===== config.mk =====
export PLATFORM = sky130hd
export DESIGN_NAME = rr_out_alloc_5
export DESIGN_NICKNAME = d
export VERILOG_FILES = /design/src/rtl/rr_out_alloc_5.sv
export SDC_FILE = /design/constraint.sdc
export NUM_CORES = 1
export LEC_CHECK = 0
export BUFFER_PORTS_ARGS = -buffer_cell sky130_fd_sc_hd__buf_2
export CORE_MARGIN = 1.5
export CORE_UTILIZATION = 46
export DETAILED_ROUTE_END_ITERATION = 8
export PLACE_DENSITY_LB_ADDON = 0.08
export SYNTH_ARGS = -nofsm -noshare
export SYNTH_HDL_FRONTEND = slang
export SYNTH_SLANG_ARGS = --single-unit

===== constraint.sdc =====
create_clock -name clk -period 4.25 [get_ports clk]
set_clock_uncertainty 0.15 [all_clocks]
set_input_delay 0.85 -clock clk [delete_from_list [all_inputs] [get_ports clk]]
set_output_delay 0.85 -clock clk [all_outputs]
set_load 0.05 [all_outputs]

===== src/rtl/rr_out_alloc_5.sv =====
// Round-robin, wormhole-locking allocator for one 5-input router output port.
// Locks to a head-flit winner and holds the grant until that packet's tail transfers.
module rr_out_alloc_5 #(
    parameter int RST_PTR = 0
) (
    input  logic       clk,
    input  logic       rst,
    input  logic [4:0] req_i,
    input  logic [4:0] head_i,
    input  logic [4:0] tail_i,
    input  logic       ready_i,
    output logic [4:0] grant_o,
    output logic       valid_o,
    output logic [4:0] fire_o,
    output logic       busy_o
);

    typedef enum logic {
        IDLE   = 1'b0,
        LOCKED = 1'b1
    } state_t;

    localparam logic [2:0] RST_PTR_L = (RST_PTR >= 0 && RST_PTR <= 4) ? 3'(RST_PTR) : 3'd0;

    state_t     state_reg, state_next;
    logic [2:0] owner_reg, owner_next;
    logic [2:0] ptr_reg, ptr_next;
    logic [4:0] grant_reg, grant_next;

    logic [2:0] owner_safe, ptr_safe;
    logic [4:0] elig, elig_rot;
    logic [9:0] elig_dbl;
    logic [2:0] win_off, winner;
    logic [4:0] owner_onehot_next;
    logic       transfer, tail_owner;

    function automatic logic [2:0] add_mod5(input logic [2:0] a, input logic [2:0] b);
        logic [3:0] sum;
        sum = {1'b0, a} + {1'b0, b};
        return (sum >= 4'd5) ? 3'(sum - 4'd5) : sum[2:0];
    endfunction

    // Out-of-range encodings can only appear if forced; fold them onto input 0.
    assign owner_safe = (owner_reg > 3'd4) ? 3'd0 : owner_reg;
    assign ptr_safe   = (ptr_reg > 3'd4) ? 3'd0 : ptr_reg;

    assign elig     = req_i & head_i;
    assign elig_dbl = {elig, elig};
    assign elig_rot = elig_dbl[ptr_safe +: 5];

    always_comb begin
        win_off = 3'd0;
        for (int k = 4; k >= 0; k--) begin
            if (elig_rot[k]) win_off = 3'(k);
        end
    end

    assign winner = add_mod5(ptr_safe, win_off);

    generate
        for (genvar gi = 0; gi < 5; gi++) begin : g_onehot
            assign owner_onehot_next[gi] = (owner_next == 3'(gi));
        end
    endgenerate

    // State register
    always_ff @(posedge clk or posedge rst) begin
        if (rst) begin
            state_reg <= IDLE;
            owner_reg <= 3'd0;
            ptr_reg   <= RST_PTR_L;
            grant_reg <= 5'b00000;
        end else begin
            state_reg <= state_next;
            owner_reg <= owner_next;
            ptr_reg   <= ptr_next;
            grant_reg <= grant_next;
        end
    end

    // Next-state logic; the pointer only advances at a packet boundary
    always_comb begin
        state_next = state_reg;
        owner_next = owner_safe;
        ptr_next   = ptr_safe;
        case (state_reg)
            IDLE: begin
                if (|elig) begin
                    state_next = LOCKED;
                    owner_next = winner;
                end
            end
            LOCKED: begin
                if (transfer && tail_owner) begin
                    state_next = IDLE;
                    ptr_next   = add_mod5(owner_safe, 3'd1);
                end
            end
            default: state_next = IDLE;
        endcase
        grant_next = (state_next == LOCKED) ? owner_onehot_next : 5'b00000;
    end

    // Outputs: grant/busy straight from flops, valid/fire gated by live request and ready
    always_comb begin
        grant_o    = grant_reg;
        busy_o     = (state_reg == LOCKED);
        valid_o    = busy_o && |(req_i & grant_reg);
        transfer   = valid_o && ready_i;
        fire_o     = transfer ? grant_reg : 5'b00000;
        tail_owner = |(tail_i & grant_reg);
    end

endmodule


==> results of run 1 <==
[cell usage after synthesis (2+ instances only)]
cell       n
nand2_1   18
dfrtp_1   12
and3_1     7
inv_1      7
ha_1       6
nor2_1     6
mux2i_1    4
nor3_1     4
o21ai_0    4
a22oi_1    3
mux4_2     3
nand2b_1   3
nand3_1    3
a221o_1    2
a222oi_1   2
a31oi_1    2
and2b_1    2
and3b_1    2
o211ai_1   2
o21a_1     2
o21ai_1    2
[critical path, cell delays in order]
cell and delay [ps]:
buf_8 90, nand2_8 50, mux4_2 460, a21o_1 220, o21a_1 170, o21ai_1 120
ha_2 210, inv_2 40, fa_2 470, ha_2 210, nand2b_4 140, a221o_1 290
a221o_1 370, mux2i_1 150, mux2_4 310, and3b_1 190
[kinds of logic (layout without fill, tap and decap cells)]
group                    Yosys count  in the layout  share of synthesized area, %
XOR/XNOR                           1              1                         0.828
AND/OR/NAND/NOR                   52             52                          27.0
buffers and inverters              9             71                          3.31
multiplexers                      10             10                          13.9
flip-flops                        12             12                          28.4
AO/OA/AOI/OAI                     26             26                          17.6
adder cells (fa/ha/maj)            7              7                          8.98
[worst min path at each step]
stage / startpoint / end / slack (ps) / cells after the start
6_report: rst / grant_o[1] / 400 / 2
5_1_grt: rst / owner_reg[0] / 450 / 2
4_1_cts: rst / owner_reg[2] / 410 / 2
3_5_place_dp: busy_o / busy_o / 460 / 1
3_3_place_gp: busy_o / busy_o / 450 / 1
2_1_floorplan: owner_reg[0] / ptr_reg[0] / 420 / 3
[repair_timing]
item | 4_1_cts | 5_1_grt
pin swaps | 10 | 4
setup endpoints to repair | 6 | 7
buffers inserted | 5 | 1
gates resized for setup | 19 | 3
[layout make-up]
cell class	count	area, um^2
clock buffers	4	36.3
fillers	165	558
inverters	8	30.0
multi-input cells	96	807
flip-flops and latches	12	300
well taps	28	35.0
repair buffers	59	424
[report_power, final]
group | internal [mW] | switching (mW) | total [mW] | leakage [nW]
clock | 0.0522 | 0.0413 | 0.0936 | 0.0210
sequential | 0.154 | 0.0344 | 0.188 | 0.154
combinational | 0.462 | 0.499 | 0.960 | 0.674
[per-layer routing]
| layer | vias up | share of wire, % | wire (um) |
|---|---|---|---|
| met3 | 5 | 4.5 | 128 |
| met2 | 35 | 51 | 1440 |
| met4 | 0 | 1.0 | 29 |
| met5 | - | 0 | 0 |
| met1 | 551 | 43 | 1230 |
| li1 | 561 | - | - |
[metrics by stage]
step | worst slack, ps | instance area (um^2)
floorplan | -111 | 1100
global placement | -382 | 1450
detailed placement | -472 | 1450
CTS | -45.4 | 1610
global route | -150 | 1630
finish | -57.8 | 1630
==> metrics, run 1 <==
port buffer count 29; Synth Area per Inst 9.05 um^2; Worst Path Max Fanout 6; Layout Utilization 74.5%; max-slew violations 0; Top Usage Layer GRT met2; layout cells sized above 1 48.6%; critical path type in2reg; Die Width 51.0 um; Num CTS Buffers 3; Ant. Diodes 0; initial core utilization 48.3%; internal reg-to-reg setup slack 10 ps; Max clock buf depth 2; CP startpoint req_i[0]; CTS tree done; Setup TNS -214 ps; Final period util 101%; drt via density 5.57; vias in the first global route 1093; most common flop cell mapped by yosys dfrtp_1; leading area contributor after synthesis dfrtp_1; Non-Filler Instances 207; Yosys reg bits 12; max-cap viol count 0; clock slew seen by the registers of the worst setup and hold paths 80 ps; Row Count 17; CP Capture Point grant_o[3]; routing usage on met3 3.51%; initial DRC count 41; Synth Cell Area 1060 um^2; full die area 2600 um^2; R2R depth 17; ys async rst share 100%; remaining antenna violation count 0; CORE AREA 2190 um^2; Tot GR Track Use 23.5%; commonest non-fill, non-tap cell in the layout buf_4; RSZ-0062 raised after global routing true; hold crit path type in2async; gpl congestion 0.836; outcome finished, violations left; Syn Nets 142; Initial DRT Pass Iterations 4; total power 1.24 mW; # DRC 0; Post-synth EDFFs 0; maximum vdd drop 0.575 mV; failing checks negative setup slack; WL/cell 13.7 um; max FFs per register 5; Inst Count DP 197; CTS Hold Bufs 0; DR vias 1152; Startpoint Class input pin; Slew @ Worst Pin 443 ps; GRT met2 Usage 41.6%; top cell type's share of synthesized area 28.4%; GR Util met1 29.2%; first-pass GRT wire length 4.64 mm; worst-skew pair later-pin latency 280 ps; Root Driver clkbuf_4; final-stage net count 205; Ports 30; min cycle time layout 4310 ps; CTS H-tree depth 1; CTS sink cnt 12; hold slack final 403 ps; GRT overflow 0; Final WS setup -57.8 ps; initial antenna violation count 0; Final Hold Vio Count 0; RR Startpoint ptr_reg[2]; ranking of synthesized cells by area dfrtp_1, ha_1, nand2_1; pin count of the biggest net entering global routing 13; P&R area growth vs syn 54.3%; routed wire length 2.83 mm; worst path arrival time 4340 ps; leakage 0.848 nW; most frequent cells in the layout buf_4, buf_2, nand2_1; Seq/Total Area, Yosys 28.4%; critical path capture point type register; max_slew headroom 70.4%; setup violators final 5; Fmax achieved 232 MHz; Netlist cell types 42; P per Cell Area 761 nW/um^2; die height 51.0 um; YS warnings 0; Post-Syn Instances 117; Worst Path Required 4280 ps; Worst R2R End grant_o[3]; post-DP HPWL 2.12 mm
No activity file was read; power rests on OpenSTA's default activity.
==> inputs of run 2 (changes only) <==
--- a/config.mk
+++ b/config.mk
@@ -7,7 +7,8 @@
 export LEC_CHECK = 0
 export BUFFER_PORTS_ARGS = -buffer_cell sky130_fd_sc_hd__buf_2
 export CORE_MARGIN = 1.5
-export CORE_UTILIZATION = 46
+export CORE_UTILIZATION = 55
+export CTS_CLUSTER_SIZE = 25
 export DETAILED_ROUTE_END_ITERATION = 8
 export PLACE_DENSITY_LB_ADDON = 0.08
 export SYNTH_ARGS = -nofsm -noshare
==> constraint.sdc (replaced) <==
create_clock -name clk -period 5.5 [get_ports clk]
set_clock_uncertainty 0.15 [all_clocks]
set_input_delay 1.1 -clock clk [delete_from_list [all_inputs] [get_ports clk]]
set_output_delay 1.1 -clock clk [all_outputs]
set_load 0.05 [all_outputs]
==> metrics, run 2 (synthesis results as in run 1) <==
P per Cell Area 595 nW/um^2; pin count of the biggest net entering global routing 13; maximum vdd drop 0.426 mV; Worst Path Required 5520 ps; RR Startpoint ptr_reg[2]; post-DP HPWL 1.96 mm; number of post-CTS setup repair buffers 0; commonest non-fill, non-tap cell in the layout buf_2; Cell Chain, Critical Path buf_2 > nand2_1 > mux4_2 > a21o_1 > o21a_1 > o21ai_1 > ha_1 > inv_1 > fa_1 > ha_1 > nand2b_1 > a221o_1 > a221o_1 > xnor2_1 > mux2i_2 > nor3b_1; Switching Share 51.1%; max FFs per register 5; Setup TNS 0 ps; clock slew seen by the registers of the worst setup and hold paths 70 ps; # DRC 0; Logic pwr share 73.6%; max_slew headroom 70.9%; final-stage net count 176; Ports 30; routed wire length 2.36 mm; gpl congestion 0.839; critical path capture point type register; P&R area growth vs syn 19.0%; Sequential Power Share 19.5%; Final period util 89.5%; CTS Hold Bufs 0; layout cells sized above 1 28.9%; Tot GR Track Use 23.5%; RSZ-0062 raised after global routing false; min cycle time layout 4920 ps; leakage 0.659 nW; remaining antenna violation count 0; Worst Path Max Fanout 6; Num CTS Buffers 3; PostCTS Resize Cnt 0; CTS H-tree depth 1; Startpoint Class input pin; drt via density 5.77; max-slew violations 0; CTS sink cnt 12; initial antenna violation count 0; most frequent cells in the layout buf_2, nand2_1, dfrtp_1; setup violators final 0; WL/cell 13.6 um; clock network fraction of total power 6.9%; initial DRC count 27; port buffer count 29; hold crit path type reg2reg; Root Driver clkbuf_4; Non-Filler Instances 174; CP startpoint req_i[0]; Initial DRT Pass Iterations 4; die height 46.9 um; CORE AREA 1760 um^2; outcome completed; Slew @ Worst Pin 436 ps; critical path's slowest cell fa_1; initial core utilization 60.0%; fillers 158; total power 0.750 mW; Ant. Diodes 0; Final Hold Vio Count 0; hold_sp owner_reg[0]; max incr delay on CP 530 ps; GRT overflow 0; Sw Pwr 0.383 mW; max-cap viol count 0; Die Width 46.9 um; Layout Utilization 71.4%; DR vias 1004; Max clock buf depth 2; CTS tree done; Row Count 15; vias in the first global route 878; critical path type in2reg; worst-skew pair later-pin latency 270 ps; internal power 0.367 mW; Fmax achieved 203 MHz; hold slack final 472 ps; worst path arrival time 4940 ps; full die area 2200 um^2; Inst Count DP 171; first-pass GRT wire length 3.64 mm
[run 2: power groups by stage]
| stage | logic [mW] | clock network, mW | registers [mW] |
|---|---|---|---|
| after global placement | 0.525 | 0 | 0.147 |
| after global routing | 0.603 | 0.0570 | 0.151 |
| after CTS | 0.550 | 0.0533 | 0.146 |
| after detailed placement | 0.549 | 0 | 0.148 |
| after floorplan | 0.395 | 0 | 0.191 |
| final | 0.552 | 0.0518 | 0.146 |
[run 2: stage by stage]
stage | cell area [um^2] | worst slack, ps
finish | 1260 | 576
global route | 1260 | 339
CTS | 1260 | 632
detailed placement | 1240 | 379
global placement | 1240 | 511
floorplan | 1060 | 822
[run 2: worst paths after layout]
| kind | to | slack (ps) | depth (start not counted) |
|---|---|---|---|
| max | grant_o[1] | 580 | 16 |
| min | ptr_reg[0] | 470 | 3 |
| max reg2reg | grant_o[1] | 880 | 17 |
| min reg2reg | ptr_reg[0] | 470 | 3 |
| max in group asynchronous | owner_reg[0] | 4220 | 2 |
| min in group asynchronous | busy_o | 670 | 2 |
[run 2: cell type report]
class / count / area [um^2] / area share [%]
Multi-Input combinational cell: 96 / 723 / 57.4
Sequential cell: 12 / 300 / 23.8
Timing Repair Buffer: 30 / 153 / 12.1
Tap cell: 25 / 31.3 / 2.48
Inverter: 8 / 30.0 / 2.38
Clock buffer: 3 / 22.5 / 1.79
[run 2: critical path: cells and delay by family]
kind	cells	cell delay (ps)
compound gates	5	1240
fa+ha+maj	3	1000
mux	2	790
simple gates	3	480
buf+inv	2	160
xor+xnor	1	150
[run 2: metal layers]
metal	track usage [%]	part of all wire [%]
met1	32.4	45
met3	5.77	6.1
met5	0	0
met2	38.9	49
met4	3.33	0.42
